===== config.mk =====
export PLATFORM = sky130hd
export DESIGN_NAME = serial_addsub_unit
export DESIGN_NICKNAME = d
export VERILOG_FILES = /design/src/rtl/alu_pkg.sv /design/src/rtl/full_adder_cell.sv /design/src/rtl/serial_addsub_unit.sv
export SDC_FILE = /design/constraint.sdc
export NUM_CORES = 1
export LEC_CHECK = 0
export ABC_AREA = 1
export CAP_MARGIN = 20
export CORE_UTILIZATION = 32
export DETAILED_ROUTE_END_ITERATION = 8
export SLEW_MARGIN = 40
export SYNTH_ARGS = -nofsm -noshare
export SYNTH_HDL_FRONTEND = slang
export SYNTH_SLANG_ARGS = --single-unit

===== constraint.sdc =====
create_clock -name clk -period 1.5 [get_ports clk]
set_input_delay 0.225 -clock clk [delete_from_list [all_inputs] [get_ports clk]]
set_output_delay 0.225 -clock clk [all_outputs]
set_load 0.005 [all_outputs]

===== src/rtl/alu_pkg.sv =====
// Shared ALU definitions: sequencer state encoding, add/sub mode codes, default width.
package alu_pkg;

  typedef enum logic [1:0] {
    ST_IDLE = 2'd0,
    ST_RUN  = 2'd1,
    ST_DONE = 2'd2
  } alu_state_e;

  localparam logic MODE_ADD = 1'b0;
  localparam logic MODE_SUB = 1'b1;

  localparam int unsigned ALU_WIDTH = 8;

endpackage : alu_pkg


===== src/rtl/full_adder_cell.sv =====
// Single-bit full adder built from XOR/AND/OR gates; purely combinational.
module full_adder_cell (
  input  logic a,
  input  logic b,
  input  logic cin,
  output logic sum,
  output logic cout
);

  logic axb;

  assign axb  = a ^ b;
  assign sum  = axb ^ cin;
  assign cout = (a & b) | (cin & axb);

endmodule : full_adder_cell


===== src/rtl/serial_addsub_unit.sv =====
// Bit-serial adder/subtractor: one full-adder cell walks the operands LSB-first,
// one bit per clock, with valid/ready handshakes and carry/overflow flags.
module serial_addsub_unit
  import alu_pkg::*;
#(
  parameter int unsigned WIDTH = ALU_WIDTH
) (
  input  logic             clk,
  input  logic             rst_n,
  input  logic             in_valid,
  output logic             in_ready,
  input  logic [WIDTH-1:0] a,
  input  logic [WIDTH-1:0] b,
  input  logic             sub,
  output logic             out_valid,
  input  logic             out_ready,
  output logic [WIDTH-1:0] sum,
  output logic             carry_out,
  output logic             overflow
);

  localparam int unsigned CNT_W = (WIDTH > 2) ? $clog2(WIDTH) : 1;

  alu_state_e       state_q, state_d;
  logic [WIDTH-1:0] a_q, a_d;
  logic [WIDTH-1:0] b_q, b_d;
  logic [WIDTH-1:0] res_q, res_d;
  logic [WIDTH-1:0] sum_q, sum_d;
  logic [CNT_W-1:0] cnt_q, cnt_d;
  logic             c_q, c_d;
  logic             cout_q, cout_d;
  logic             ovf_q, ovf_d;
  logic             in_ready_q, in_ready_d;
  logic             out_valid_q, out_valid_d;

  logic fa_sum;
  logic fa_cout;

  full_adder_cell u_fa (
    .a    (a_q[0]),
    .b    (b_q[0]),
    .cin  (c_q),
    .sum  (fa_sum),
    .cout (fa_cout)
  );

  // Next-state, datapath and registered-output logic.
  always_comb begin
    state_d     = state_q;
    a_d         = a_q;
    b_d         = b_q;
    res_d       = res_q;
    sum_d       = sum_q;
    cnt_d       = cnt_q;
    c_d         = c_q;
    cout_d      = cout_q;
    ovf_d       = ovf_q;

    unique case (state_q)
      ST_IDLE: begin
        if (in_valid && in_ready_q) begin
          a_d     = a;
          // Subtraction is A + ~B + 1: invert B and seed the carry with 1.
          b_d     = (sub == MODE_SUB) ? ~b : b;
          c_d     = sub;
          cnt_d   = '0;
          state_d = ST_RUN;
        end
      end
      ST_RUN: begin
        a_d   = {1'b0, a_q[WIDTH-1:1]};
        b_d   = {1'b0, b_q[WIDTH-1:1]};
        res_d = {fa_sum, res_q[WIDTH-1:1]};
        c_d   = fa_cout;
        cnt_d = cnt_q + CNT_W'(1);
        if (cnt_q == CNT_W'(WIDTH - 1)) begin
          // c_q is the carry into the MSB on this final bit.
          sum_d   = {fa_sum, res_q[WIDTH-1:1]};
          cout_d  = fa_cout;
          ovf_d   = c_q ^ fa_cout;
          cnt_d   = '0;
          state_d = ST_DONE;
        end
      end
      ST_DONE: begin
        if (out_ready) begin
          state_d = ST_IDLE;
        end
      end
      default: begin
        state_d = ST_IDLE;
      end
    endcase

    in_ready_d  = (state_d == ST_IDLE);
    out_valid_d = (state_d == ST_DONE);
  end

  always_ff @(posedge clk or negedge rst_n) begin
    if (!rst_n) begin
      state_q     <= ST_IDLE;
      a_q         <= '0;
      b_q         <= '0;
      res_q       <= '0;
      sum_q       <= '0;
      cnt_q       <= '0;
      c_q         <= 1'b0;
      cout_q      <= 1'b0;
      ovf_q       <= 1'b0;
      in_ready_q  <= 1'b1;
      out_valid_q <= 1'b0;
    end else begin
      state_q     <= state_d;
      a_q         <= a_d;
      b_q         <= b_d;
      res_q       <= res_d;
      sum_q       <= sum_d;
      cnt_q       <= cnt_d;
      c_q         <= c_d;
      cout_q      <= cout_d;
      ovf_q       <= ovf_d;
      in_ready_q  <= in_ready_d;
      out_valid_q <= out_valid_d;
    end
  end

  assign in_ready  = in_ready_q;
  assign out_valid = out_valid_q;
  assign sum       = sum_q;
  assign carry_out = cout_q;
  assign overflow  = ovf_q;

endmodule : serial_addsub_unit

=== After elaboration in Yosys (flattened, before gate mapping) ===
Cells that the tools add are included.

* Logic and storage cells: 44
* Bits in registers: 42
* Bits of input ports: 21
* Output and inout port bits: 12

* Equal/unequal tests: 5
* Reductions and logical operators: 6
* Bitwise operators: 7
* $add $sub $neg: 1
* Muxes and demuxes: 14

{| class="wikitable"
|+ Operators with widths
! kind !! number
|-
| one-hot mux 8 bit (2 select lines) || 2
|-
| 2-to-1 mux 8 bit || 3
|-
| inverter 8 bit || 1
|-
| 2-to-1 mux 2 bit || 3
|-
| 2-to-1 mux 3 bit || 2
|-
| one-hot mux 2 bit (3 select lines) || 1
|-
| one-hot mux 3 bit (2 select lines) || 1
|-
| equality test 2 bit (second input constant) || 2
|-
| zero test 2 bit || 2
|-
| AND reduction 2 bit || 2
|-
| adder 3 x 1 -> 3 bit (second input constant) || 1
|-
| equality test 3 bit (second input constant) || 1
|-
| bitwise XOR 1 bit || 3
|-
| AND 1 bit || 2
|-
| equality test 2 x 1 -> 1 bit (second input constant) || 1
|-
| != test 2 bit (second input constant) || 1
|-
| one-hot mux 1 bit (2 select lines) || 1
|-
| nonzero test 2 bit || 1
|-
| logical AND 1 bit || 1
|-
| 2-to-1 mux 1 bit || 1
|-
| bitwise OR 1 bit || 1
|}

=== Logic depth before layout (Yosys ltp) ===
Gate-level depths: netlist of run 1.

* Word-level depth: 4
* Depth in mapped cells: 7
* Mapped depth without buffers: 6

=== Hierarchy ===
A second synthesis of run 1 with hierarchy kept.

* Cells, all modules: 240
* Area, all modules: 1949.4 sq um

{| class="wikitable"
|+ By module, submodules not included
! module !! area each (sq um) !! cells an instance !! sequential area each (sq um) !! times used
|-
| serial_addsub_unit || 1929.4 || 239 || 1027.2 || 1
|-
| full_adder_cell || 20.0 || 1 || 0.0 || 1
|}

=== Worst setup path before layout of run 1 ===
OpenSTA, ideal clock, no wires.

* Kind: reg2reg
* From: reg cnt_q[0]
* To: reg out_valid_q, in the netlist out_valid
* Setup slack: 0.140 ns
* Arrival: 1.232 ns
* Data required time: 1.373 ns
* Stages on the path, launching flop included: 6
* Period minus slack after synthesis: 1.360 ns
* Library setup time: 0.127 ns
* Buffers on the path: 0
* Cell sequence: dfrtp_1 ha_1 ha_1 nand2_4 inv_1 or2_2

* Longest elaborated chain between the ends: 4

{| class="wikitable"
|+ RTL lines
! element !! line !! source
|-
| from (decl) || serial_addsub_unit.sv:29 || <nowiki>logic [CNT_W-1:0] cnt_q, cnt_d;</nowiki>
|-
| from (signal assigned) || serial_addsub_unit.sv:118 || <nowiki>cnt_q <= cnt_d;</nowiki>
|-
| equality test 3 bit || serial_addsub_unit.sv:76 || <nowiki>if (cnt_q == CNT_W'(WIDTH - 1)) begin</nowiki>
|-
| 2-to-1 mux 2 bit || serial_addsub_unit.sv:76 ||
|-
| one-hot mux 2 bit (3 select lines) || serial_addsub_unit.sv:59 || <nowiki>unique case (state_q)</nowiki>
|-
| equality test 2 bit || serial_addsub_unit.sv:96 || <nowiki>out_valid_d = (state_d == ST_DONE);</nowiki>
|-
| named net out_valid_d || serial_addsub_unit.sv:34 || <nowiki>logic out_valid_q, out_valid_d;</nowiki>
|-
| to (signal assigned) || serial_addsub_unit.sv:123 || <nowiki>out_valid_q <= out_valid_d;</nowiki>
|-
| to (decl) || serial_addsub_unit.sv:34 ||
|}

The timed path passes the listed nets, and every way through them passes these cells.
A chain may end at the register's enable or synchronous reset.

=== Worst setup path after layout of run 1 ===
* From: reg sum_q[7], in the netlist sum[7]
* To: out sum[7]

{| class="wikitable"
|+ RTL lines
! element !! line !! source
|-
| from (decl) || serial_addsub_unit.sv:28 || <nowiki>logic [WIDTH-1:0] sum_q, sum_d;</nowiki>
|-
| from (signal assigned) || serial_addsub_unit.sv:117 || <nowiki>sum_q <= sum_d;</nowiki>
|-
| to (decl) || serial_addsub_unit.sv:17 || <nowiki>output logic [WIDTH-1:0] sum,</nowiki>
|}

No word-level cell between the ends.

==> results of run 1 <==
cell families (layout without fill, tap and decap cells):
family          count (synthesis)  after routing  synth area share [%]
simple gates                  144            144                  31.1
buf+inv                        29             71                  6.77
fa+ha+maj                       3              3                  2.32
xor+xnor                        2              2                 0.903
flops                          41             41                  53.0
compound gates                 17             17                  5.94
timing repair:
action                                 4_1_cts  5_1_grt
endpoints found under the hold margin       24        0
hold buffers                                 1        0
setup endpoints to repair                    1        0
gates resized for setup                      1        0
worst min path at each step:
| stage | cells past startpoint | slack (ps) | to | startpoint |
|---|---|---|---|---|
| after CTS | 3 | 470 | a_q[7] | a[7] |
| after global placement | 2 | 320 | sum[6] | rst_n |
| after detailed placement | 2 | 320 | sum[4] | rst_n |
| after global routing | 3 | 490 | a_q[7] | a[7] |
| after floorplan | 0 | -70 | a_q[0] | rst_n |
| final | 2 | 480 | sum[0] | sum[0] |
cell usage in the layout, fill, tap and decap left out:
cell type        instances
o21ai_0                  9
xnor2_1                  2
nand2_2                  3
dlygate4sd3_1            1
clkdlybuf4s50_1         30
or2_2                    2
buf_2                    1
clkinv_2                 2
nand2_1                106
fa_1                     1
buf_4                    8
clkbuf_8                 5
dlygate4sd2_1            1
inv_2                    1
inv_1                   19
clkbuf_1                 1
nor2_4                   1
o21ai_2                  8
nand3_1                 27
nor3_1                   1
nor2_1                   3
buf_12                   2
dfrtp_1                 40
ha_1                     2
dfstp_2                  1
nand2_4                  1
flip-flops by register name, indices dropped and copies added, names as in the netlist:
signal / flops
a_q: 8
b_q: 8
c_q: 1
carry_out: 1
cnt_q: 3
in_ready: 1
out_valid: 1
overflow: 1
res_q: 7
state_q: 2
sum: 8
cells in the mapped netlist, types with 2 or more instances:
cell / count / area [sq um]
xnor2_1: 2 / 17.5
nand3_1: 27 / 135
buf_2: 6 / 30.0
o21ai_0: 9 / 45.0
or2_2: 2 / 12.5
inv_1: 19 / 71.3
nand2_2: 3 / 18.8
ha_1: 2 / 25.0
nand2_1: 106 / 398
dfrtp_1: 40 / 1000
nor2_1: 3 / 11.3
buf_4: 2 / 15.0
o21ai_2: 8 / 70.1
routing by layer:
| metal | vias to the layer above | wire length (um) | track usage [%] |
|---|---|---|---|
| met3 | 5 | 139 | 3.43 |
| met5 | - | 0 | 0 |
| met1 | 716 | 1940 | 17.6 |
| li1 | 812 | - | - |
| met4 | 0 | 70 | 7.50 |
| met2 | 29 | 1680 | 21.5 |
per-stage QoR:
stage / hold WS, ps / power (mW) / cells / area, sq um
CTS: 472 / 4.55 / 350 / 2480
global route: 487 / 4.90 / 350 / 2480
floorplan: -70.6 / 3.08 / 236 / 1940
detailed placement: 321 / 3.84 / 341 / 2390
finish: 481 / 4.46 / 350 / 2480
global placement: 321 / 3.80 / 341 / 2390
power by group through the flow:
stage / combinational [mW] / sequential (mW) / clock (mW)
after floorplan: 1.26 / 1.81 / 0
after global placement: 1.96 / 1.84 / 0
after global routing: 2.25 / 1.89 / 0.763
after CTS: 2.00 / 1.83 / 0.722
final: 1.95 / 1.82 / 0.690
after detailed placement: 1.99 / 1.85 / 0
cell type report:
type,instances,area [sq um]
Clock buffer,6,72.6
Timing Repair Buffer,43,424
Tap cell,72,90.1
Inverter,20,75.1
Sequential cell,41,1030
Clock inverter,2,10.0
Multi-Input combinational cell,166,781
Fill cell,598,3200
==> flow_summary.json, run 1 <==
{
  "crit_chain": "clkdlybuf4s50_1",
  "synth_nets": 260,
  "final.setup_skew_ps": 6.96,
  "min_period_ps": 1400,
  "first_iter_violations": 92,
  "vias_per_cell": 4.46,
  "power_frac_clock_pct": 15.5,
  "cp_slowest_cell": "clkdlybuf4s50_1",
  "ys_warn_count": 0,
  "clock_latency_ps": 290,
  "rsz0062_at_grt": "false",
  "synth_seq_cells": 41,
  "fin_crit_sh_pct": 93.5,
  "start_util_pct": 34.2,
  "crit_arrival_ps": 1180,
  "cts_max_path_buffers": 2,
  "ys_seq_area_share_pct": 53.0,
  "drt-total-wl_mm": 3.83,
  "cts_buffers": 5,
  "core.rowCount": 27,
  "ys_types": 20,
  "dp_hpwl_mm": 2.68,
  "synth_edf_count": 0,
  "slowest_delay_ps": 510,
  "p_switching_mw": 1.70,
  "min_path_type": "reg2reg",
  "syn-instance-count": 236,
  "end_kind": "primary output",
  "cp-startpoint": "sum[7]",
  "r2r_slack_ps": 120,
  "worstPathRequired_ps": 1270,
  "cts_root_buffer": "clkbuf_8",
  "antenna_found_initial": 0,
  "port_buffers": 32,
  "io-pin-count": 33,
  "comb_power_share_pct": 43.7,
  "setup_ws_ps": 97.2,
  "worst-path-max-fanout": 2,
  "firstDrtPassIters": 4,
  "fin_util_pct": 43.7,
  "r2r_cells": 5,
  "die-area_sq_um": 6380,
  "worstMarginPinSlew_ps": 504,
  "setup.worst_path.end": "sum[7]",
  "p_leak_nw": 1.29,
  "cp_num_cells": 1,
  "avgSynthCellArea_sq_um": 8.22,
  "drcViolationCount": 0,
  "p_seq_share_pct": 40.9,
  "ys.flop_type": "dfrtp_1",
  "cp_top_family": "buffers and inverters",
  "tns_ps": 0,
  "place_ws_ps": 119,
  "timing.rr.start": "cnt_q[0]",
  "grt_pass1_wl_mm": 6.73,
  "worstSetupStartpointType": "flip-flop",
  "clock.fmax_mhz": 713,
  "cts-htree-levels": 2,
  "avgRoutedWirePerCell_um": 10.9,
  "vias": 1562,
  "chipWidth_um": 79.9,
  "syn2layout_area_growth_pct": 27.9,
  "grt_pass1_vias": 1528,
  "drtAntennaViolNets": 0,
  "cts_sinks": 41,
  "power_density_nw_per_um2": 1800,
  "drive_gt1_share_pct": 12.6,
  "synthArstFlopShare_pct": 100,
  "tritoncts": "built",
  "diodes": 0,
  "p_sw_share_pct": 38.0,
  "die_h_um": 79.9,
  "r2r-end": "out_valid",
  "grt_max_degree": 42,
  "globalRouteTotalUtil_pct": 13.9,
  "place_congestion": 0.705,
  "drv_cap": 0,
  "nets": 301,
  "power.internal_mw": 2.77,
  "worstPathBufferInverterCount": 1,
  "worstSetupPathType": "reg2out",
  "drv_slew": 0,
  "peakVddDrop_mv": 0.704,
  "slew-limit-headroom_pct": 66.4,
  "synthesis.area_sq_um": 1940,
  "post-cts-setup-buffers": 0,
  "hold_viol": 0,
  "setup_violations": 0,
  "outcome": "completed",
  "grt-ovfl-total": 0,
  "cts.clk_slew.worst_paths_ps": 80,
  "core-area_sq_um": 5680
}
No activity file was read; power rests on OpenSTA's default activity.
==> run 2, diff against run 1 <==
==> constraint.sdc (replaced) <==
create_clock -name clk -period 1.5 [get_ports clk]
set_input_delay 0.15 -clock clk [delete_from_list [all_inputs] [get_ports clk]]
set_output_delay 0.15 -clock clk [all_outputs]
set_load 0.005 [all_outputs]
==> flow_summary.json, run 2 (synthesis results as in run 1) <==
{
  "outcome": "completed",
  "antenna_found_initial": 0,
  "diodes": 0,
  "tritoncts": "built",
  "fin_crit_sh_pct": 92.1,
  "worst-path-max-fanout": 4,
  "start_util_pct": 34.2,
  "drv_cap": 0,
  "crit_chain": "ha_1, ha_1, nand2_4, inv_1, or2_2",
  "drtAntennaViolNets": 0,
  "drv_slew": 0,
  "power_density_nw_per_um2": 1860,
  "p_sw_share_pct": 36.2,
  "power_frac_clock_pct": 19.6,
  "vias": 1542,
  "drive_gt1_share_pct": 12.9,
  "cts_buffers": 5,
  "p_leak_nw": 1.31,
  "p_switching_mw": 1.70,
  "final.setup_skew_ps": 6.34,
  "clock.fmax_mhz": 723,
  "avgRoutedWirePerCell_um": 10.8,
  "r2r_cells": 5,
  "min_period_ps": 1380,
  "syn2layout_area_growth_pct": 30.2,
  "place_congestion": 0.679,
  "grt_pass1_vias": 1553,
  "drcViolationCount": 0,
  "cts_sinks": 41,
  "cp-startpoint": "cnt_q[0]",
  "grt_max_degree": 24,
  "timing.rr.start": "cnt_q[0]",
  "peakVddDrop_mv": 0.666,
  "io-pin-count": 33,
  "power.internal_mw": 2.99,
  "cp_common_cell": "ha_1",
  "worstSetupStartpointType": "flip-flop",
  "p_seq_share_pct": 39.1,
  "first_iter_violations": 72,
  "hold_viol": 0,
  "place_ws_ps": 131,
  "mostFrequentLayoutCell": "nand2_1",
  "cts.clk_slew.worst_paths_ps": 80,
  "drt-total-wl_mm": 3.78,
  "worstPathRequired_ps": 1680,
  "setup_violations": 0,
  "worstMarginPinSlew_ps": 448,
  "end_kind": "flip-flop",
  "worstSetupPathType": "reg2reg",
  "tns_ps": 0,
  "core.rowCount": 27,
  "final_cells": 351,
  "vias_per_cell": 4.39,
  "cts_root_buffer": "clkbuf_8",
  "port_buffers": 32,
  "cts_max_path_buffers": 2,
  "rsz0062_at_grt": "false",
  "die-area_sq_um": 6380,
  "place_inst": 342,
  "cts-htree-levels": 2,
  "comb_power_share_pct": 41.3,
  "total_power_mw": 4.69,
  "grt_pass1_wl_mm": 6.67,
  "setup_ws_ps": 118,
  "dp_hpwl_mm": 2.71,
  "r2r_slack_ps": 120,
  "nets": 302,
  "r2r-end": "state_q[1]",
  "final_cell_mix": "nand2_1, dfrtp_1, clkdlybuf4s50_1, nand3_1, inv_1",
  "crit_arrival_ps": 1560,
  "slowest_delay_ps": 420,
  "core-area_sq_um": 5680,
  "die_h_um": 79.9,
  "slew-limit-headroom_pct": 70.1,
  "chipWidth_um": 79.9,
  "fin_util_pct": 44.5,
  "min_path_type": "in2async",
  "grt-ovfl-total": 0,
  "clock_latency_ps": 290,
  "firstDrtPassIters": 4,
  "cp_slowest_cell": "dfrtp_1",
  "globalRouteTotalUtil_pct": 13.7
}
-- run 2: cell count changes in the layout (fill, tap and decap cells not counted), sizes merged --
cell          delta
clkinv           -2
buf              +1
bufinv           +1
clkbuf           +1
dlygate4sd2      -1
dlymetal6s2s     +1
-- run 2: critical path: cells and delay by family, from the launching register on --
kind                       cells  cell delay [ps]
adders and majority gates      2              430
buffers and inverters          1               70
DFF                            1              420
and+or+nand+nor                2              350
-- run 2: worst max path at each step --
stage                 end  slack, ps  cells after the start
3_5_place_dp   state_q[1]        130                      5
4_1_cts          in_ready         10                      1
6_report       state_q[1]        120                      5
3_3_place_gp   state_q[1]        150                      5
2_1_floorplan   out_valid        140                      5
5_1_grt            a_q[5]         30                      5
-- run 2: per-layer routing --
metal / part of all wire, % / vias up / GRT usage (%)
met3: 5.7 / 6 / 3.89
li1: - / 815 / -
met4: 2.1 / 0 / 6.43
met5: 0 / - / 0
met1: 47 / 683 / 16.8
met2: 45 / 38 / 22.1
-- run 2: final cells by class --
cell class / instances / area (sq um)
flip-flops and latches: 41 / 1030
inverters: 20 / 75.1
well taps: 72 / 90.1
multi-input cells: 166 / 781
repair buffers: 44 / 435
fillers: 588 / 3150
clock buffers: 7 / 86.3
clock inverters: 1 / 30.0
-- run 2: through the flow --
step                      hold slack [ps]  area [sq um]
after detailed placement              124          2400
after floorplan                      -146          1940
after global routing                  360          2520
after CTS                             338          2520
after global placement                119          2400
final                                 326          2520
-- run 2: timing repair --
item / 4_1_cts / 5_1_grt
gates resized for setup: 0 / 1
endpoints found under the hold margin: 18 / 0
endpoints found under the setup margin: 0 / 1
buffers inserted: 0 / 0
hold buffers: 1 / 0
-- run 2: power by group through the flow --
| stage | sequential (mW) | combinational [mW] | clock, mW |
|---|---|---|---|
| finish | 1.83 | 1.94 | 0.921 |
| global route | 1.89 | 2.23 | 0.987 |
| CTS | 1.84 | 1.98 | 0.944 |
| detailed placement | 1.85 | 1.98 | 0 |
| global placement | 1.84 | 1.95 | 0 |
| floorplan | 1.81 | 1.26 | 0 |
==> run 3, diff against run 2 <==
SETUP_SLACK_MARGIN = 0.2   (was not set)
==> flow_summary.json, run 3 (synthesis results as in run 1) <==
{
  "outcome": "completed",
  "first_iter_violations": 63,
  "total_power_mw": 4.69,
  "power_frac_clock_pct": 16.7,
  "cts.clk_slew.worst_paths_ps": 80,
  "worstPathBufferInverterCount": 1,
  "drtAntennaViolNets": 0,
  "drcViolationCount": 0,
  "comb_power_share_pct": 44.6,
  "avgRoutedWirePerCell_um": 10.6,
  "vias_per_cell": 4.39,
  "cts_buffers": 5,
  "p_leak_nw": 1.46,
  "core-area_sq_um": 5680,
  "mostFrequentLayoutCell": "nand2_1",
  "globalRouteTotalUtil_pct": 13.3,
  "grt_max_degree": 29,
  "clock.fmax_mhz": 795,
  "clock_latency_ps": 290,
  "crit_arrival_ps": 1430,
  "core.rowCount": 27,
  "drv_cap": 0,
  "cts-htree-levels": 2,
  "tritoncts": "built",
  "place_ws_ps": 174,
  "firstDrtPassIters": 4,
  "die_h_um": 79.9,
  "setup_violations": 0,
  "power.internal_mw": 2.95,
  "p_switching_mw": 1.75,
  "worstMarginPinSlew_ps": 427,
  "cp_top_family": "flip-flops",
  "cts_sinks": 41,
  "nets": 308,
  "tns_ps": 0,
  "drt-total-wl_mm": 3.78,
  "worstSetupPathType": "reg2reg",
  "setup_ws_ps": 243,
  "end_kind": "flip-flop",
  "grt-ovfl-total": 0,
  "cp_slowest_cell": "dfrtp_1",
  "grt_pass1_vias": 1521,
  "final.setup_skew_ps": 7.13,
  "crit_chain": "ha_2, ha_4, nand2_4, inv_2, or2_2",
  "r2r-end": "state_q[1]",
  "grt_pass1_wl_mm": 6.57,
  "final_cells": 357,
  "timing.rr.start": "cnt_q[1]",
  "slew-limit-headroom_pct": 71.5,
  "min_period_ps": 1260,
  "diodes": 0,
  "num-fill-cells": 581,
  "p_sw_share_pct": 37.2,
  "die-area_sq_um": 6380,
  "dp_hpwl_mm": 2.52,
  "antenna_found_initial": 0,
  "io-pin-count": 33,
  "vias": 1568,
  "drv_slew": 0,
  "slowest_delay_ps": 390,
  "fin_crit_sh_pct": 83.8,
  "place_congestion": 0.771,
  "start_util_pct": 34.2,
  "worstPathRequired_ps": 1670,
  "r2r_slack_ps": 240,
  "syn2layout_area_growth_pct": 34.1,
  "port_buffers": 32,
  "min_path_type": "in2async",
  "stdcell_area_sq_um": 2600,
  "r2r_cells": 5,
  "worst-path-max-fanout": 4,
  "final_cell_mix": "nand2_1, dfrtp_1, nand3_1, clkdlybuf4s50_1, inv_1",
  "peakVddDrop_mv": 0.577,
  "drive_gt1_share_pct": 17.2,
  "worstSetupStartpointType": "flip-flop",
  "chipWidth_um": 79.9,
  "cts_root_buffer": "clkbuf_8",
  "placed_area_sq_um": 2400,
  "power_density_nw_per_um2": 1810,
  "p_seq_share_pct": 38.7,
  "cts_max_path_buffers": 2,
  "rsz0062_at_grt": "true",
  "hold_viol": 0,
  "place_inst": 340
}
[run 3: cell types whose count changed in the layout (fill, tap and decap cells not counted), moves of 2 or more]
cell             delta
buf_4               +5
ha_1                -2
dlymetal6s2s_1      +6
clkdlybuf4s50_1    -11
dlygate4sd2_1       +5
[run 3: metal layers]
layer / GRT usage (%) / vias up / wire (um)
met4: 4.82 / 0 / 60
met2: 22.6 / 31 / 1710
met5: 0 / - / 0
met3: 2.86 / 5 / 152
li1: - / 828 / -
met1: 16.5 / 704 / 1850
[run 3: power groups by stage]
stage                     Combinational [mW]  Clock [mW]  Sequential, mW
after global routing                    2.40       0.862            1.88
after CTS                               2.05       0.815            1.81
after global placement                  1.94           0            1.84
after detailed placement                1.95           0            1.85
final                                   2.09       0.785            1.82
after floorplan                         1.26           0            1.81
[run 3: layout make-up]
cell class,instances,area (sq um),area share [%]
clock inverters,1,5.00,0.192
multi-input cells,166,805,30.9
inverters,20,75.1,2.89
well taps,72,90.1,3.46
clock buffers,7,96.3,3.71
repair buffers,50,502,19.3
flip-flops and latches,41,1030,39.5
[run 3: worst reg2reg max path, cell delays in order (launching register included)]
cell	delay, ps
dfrtp_1	390
ha_2	200
ha_4	170
nand2_4	70
inv_2	50
or2_2	260
[run 3: how the worst max path moves through the flow]
stage | cells past startpoint | start | end | slack, ps
after CTS | 1 | sum[0] | sum[0] | 200
after global placement | 5 | cnt_q[0] | out_valid | 200
after detailed placement | 3 | c_q | overflow | 170
after global routing | 5 | cnt_q[1] | state_q[1] | 200
final | 5 | cnt_q[1] | state_q[1] | 240
after floorplan | 5 | cnt_q[0] | out_valid | 200
[run 3: per-stage QoR]
step | util [%] | hold slack (ps)
after floorplan | - | -146
after global placement | 42.2 | 112
after detailed placement | 42.2 | 113
after CTS | 44.9 | 334
after global routing | 45.8 | 358
final | 45.8 | 325
[run 3: repair_timing]
action,CTS,global route
hold endpoints to repair,16,0
setup buffers,6,2
pin swaps,0,3
endpoints found under the setup margin,11,17
gates resized for setup,7,11
hold buffers,1,0
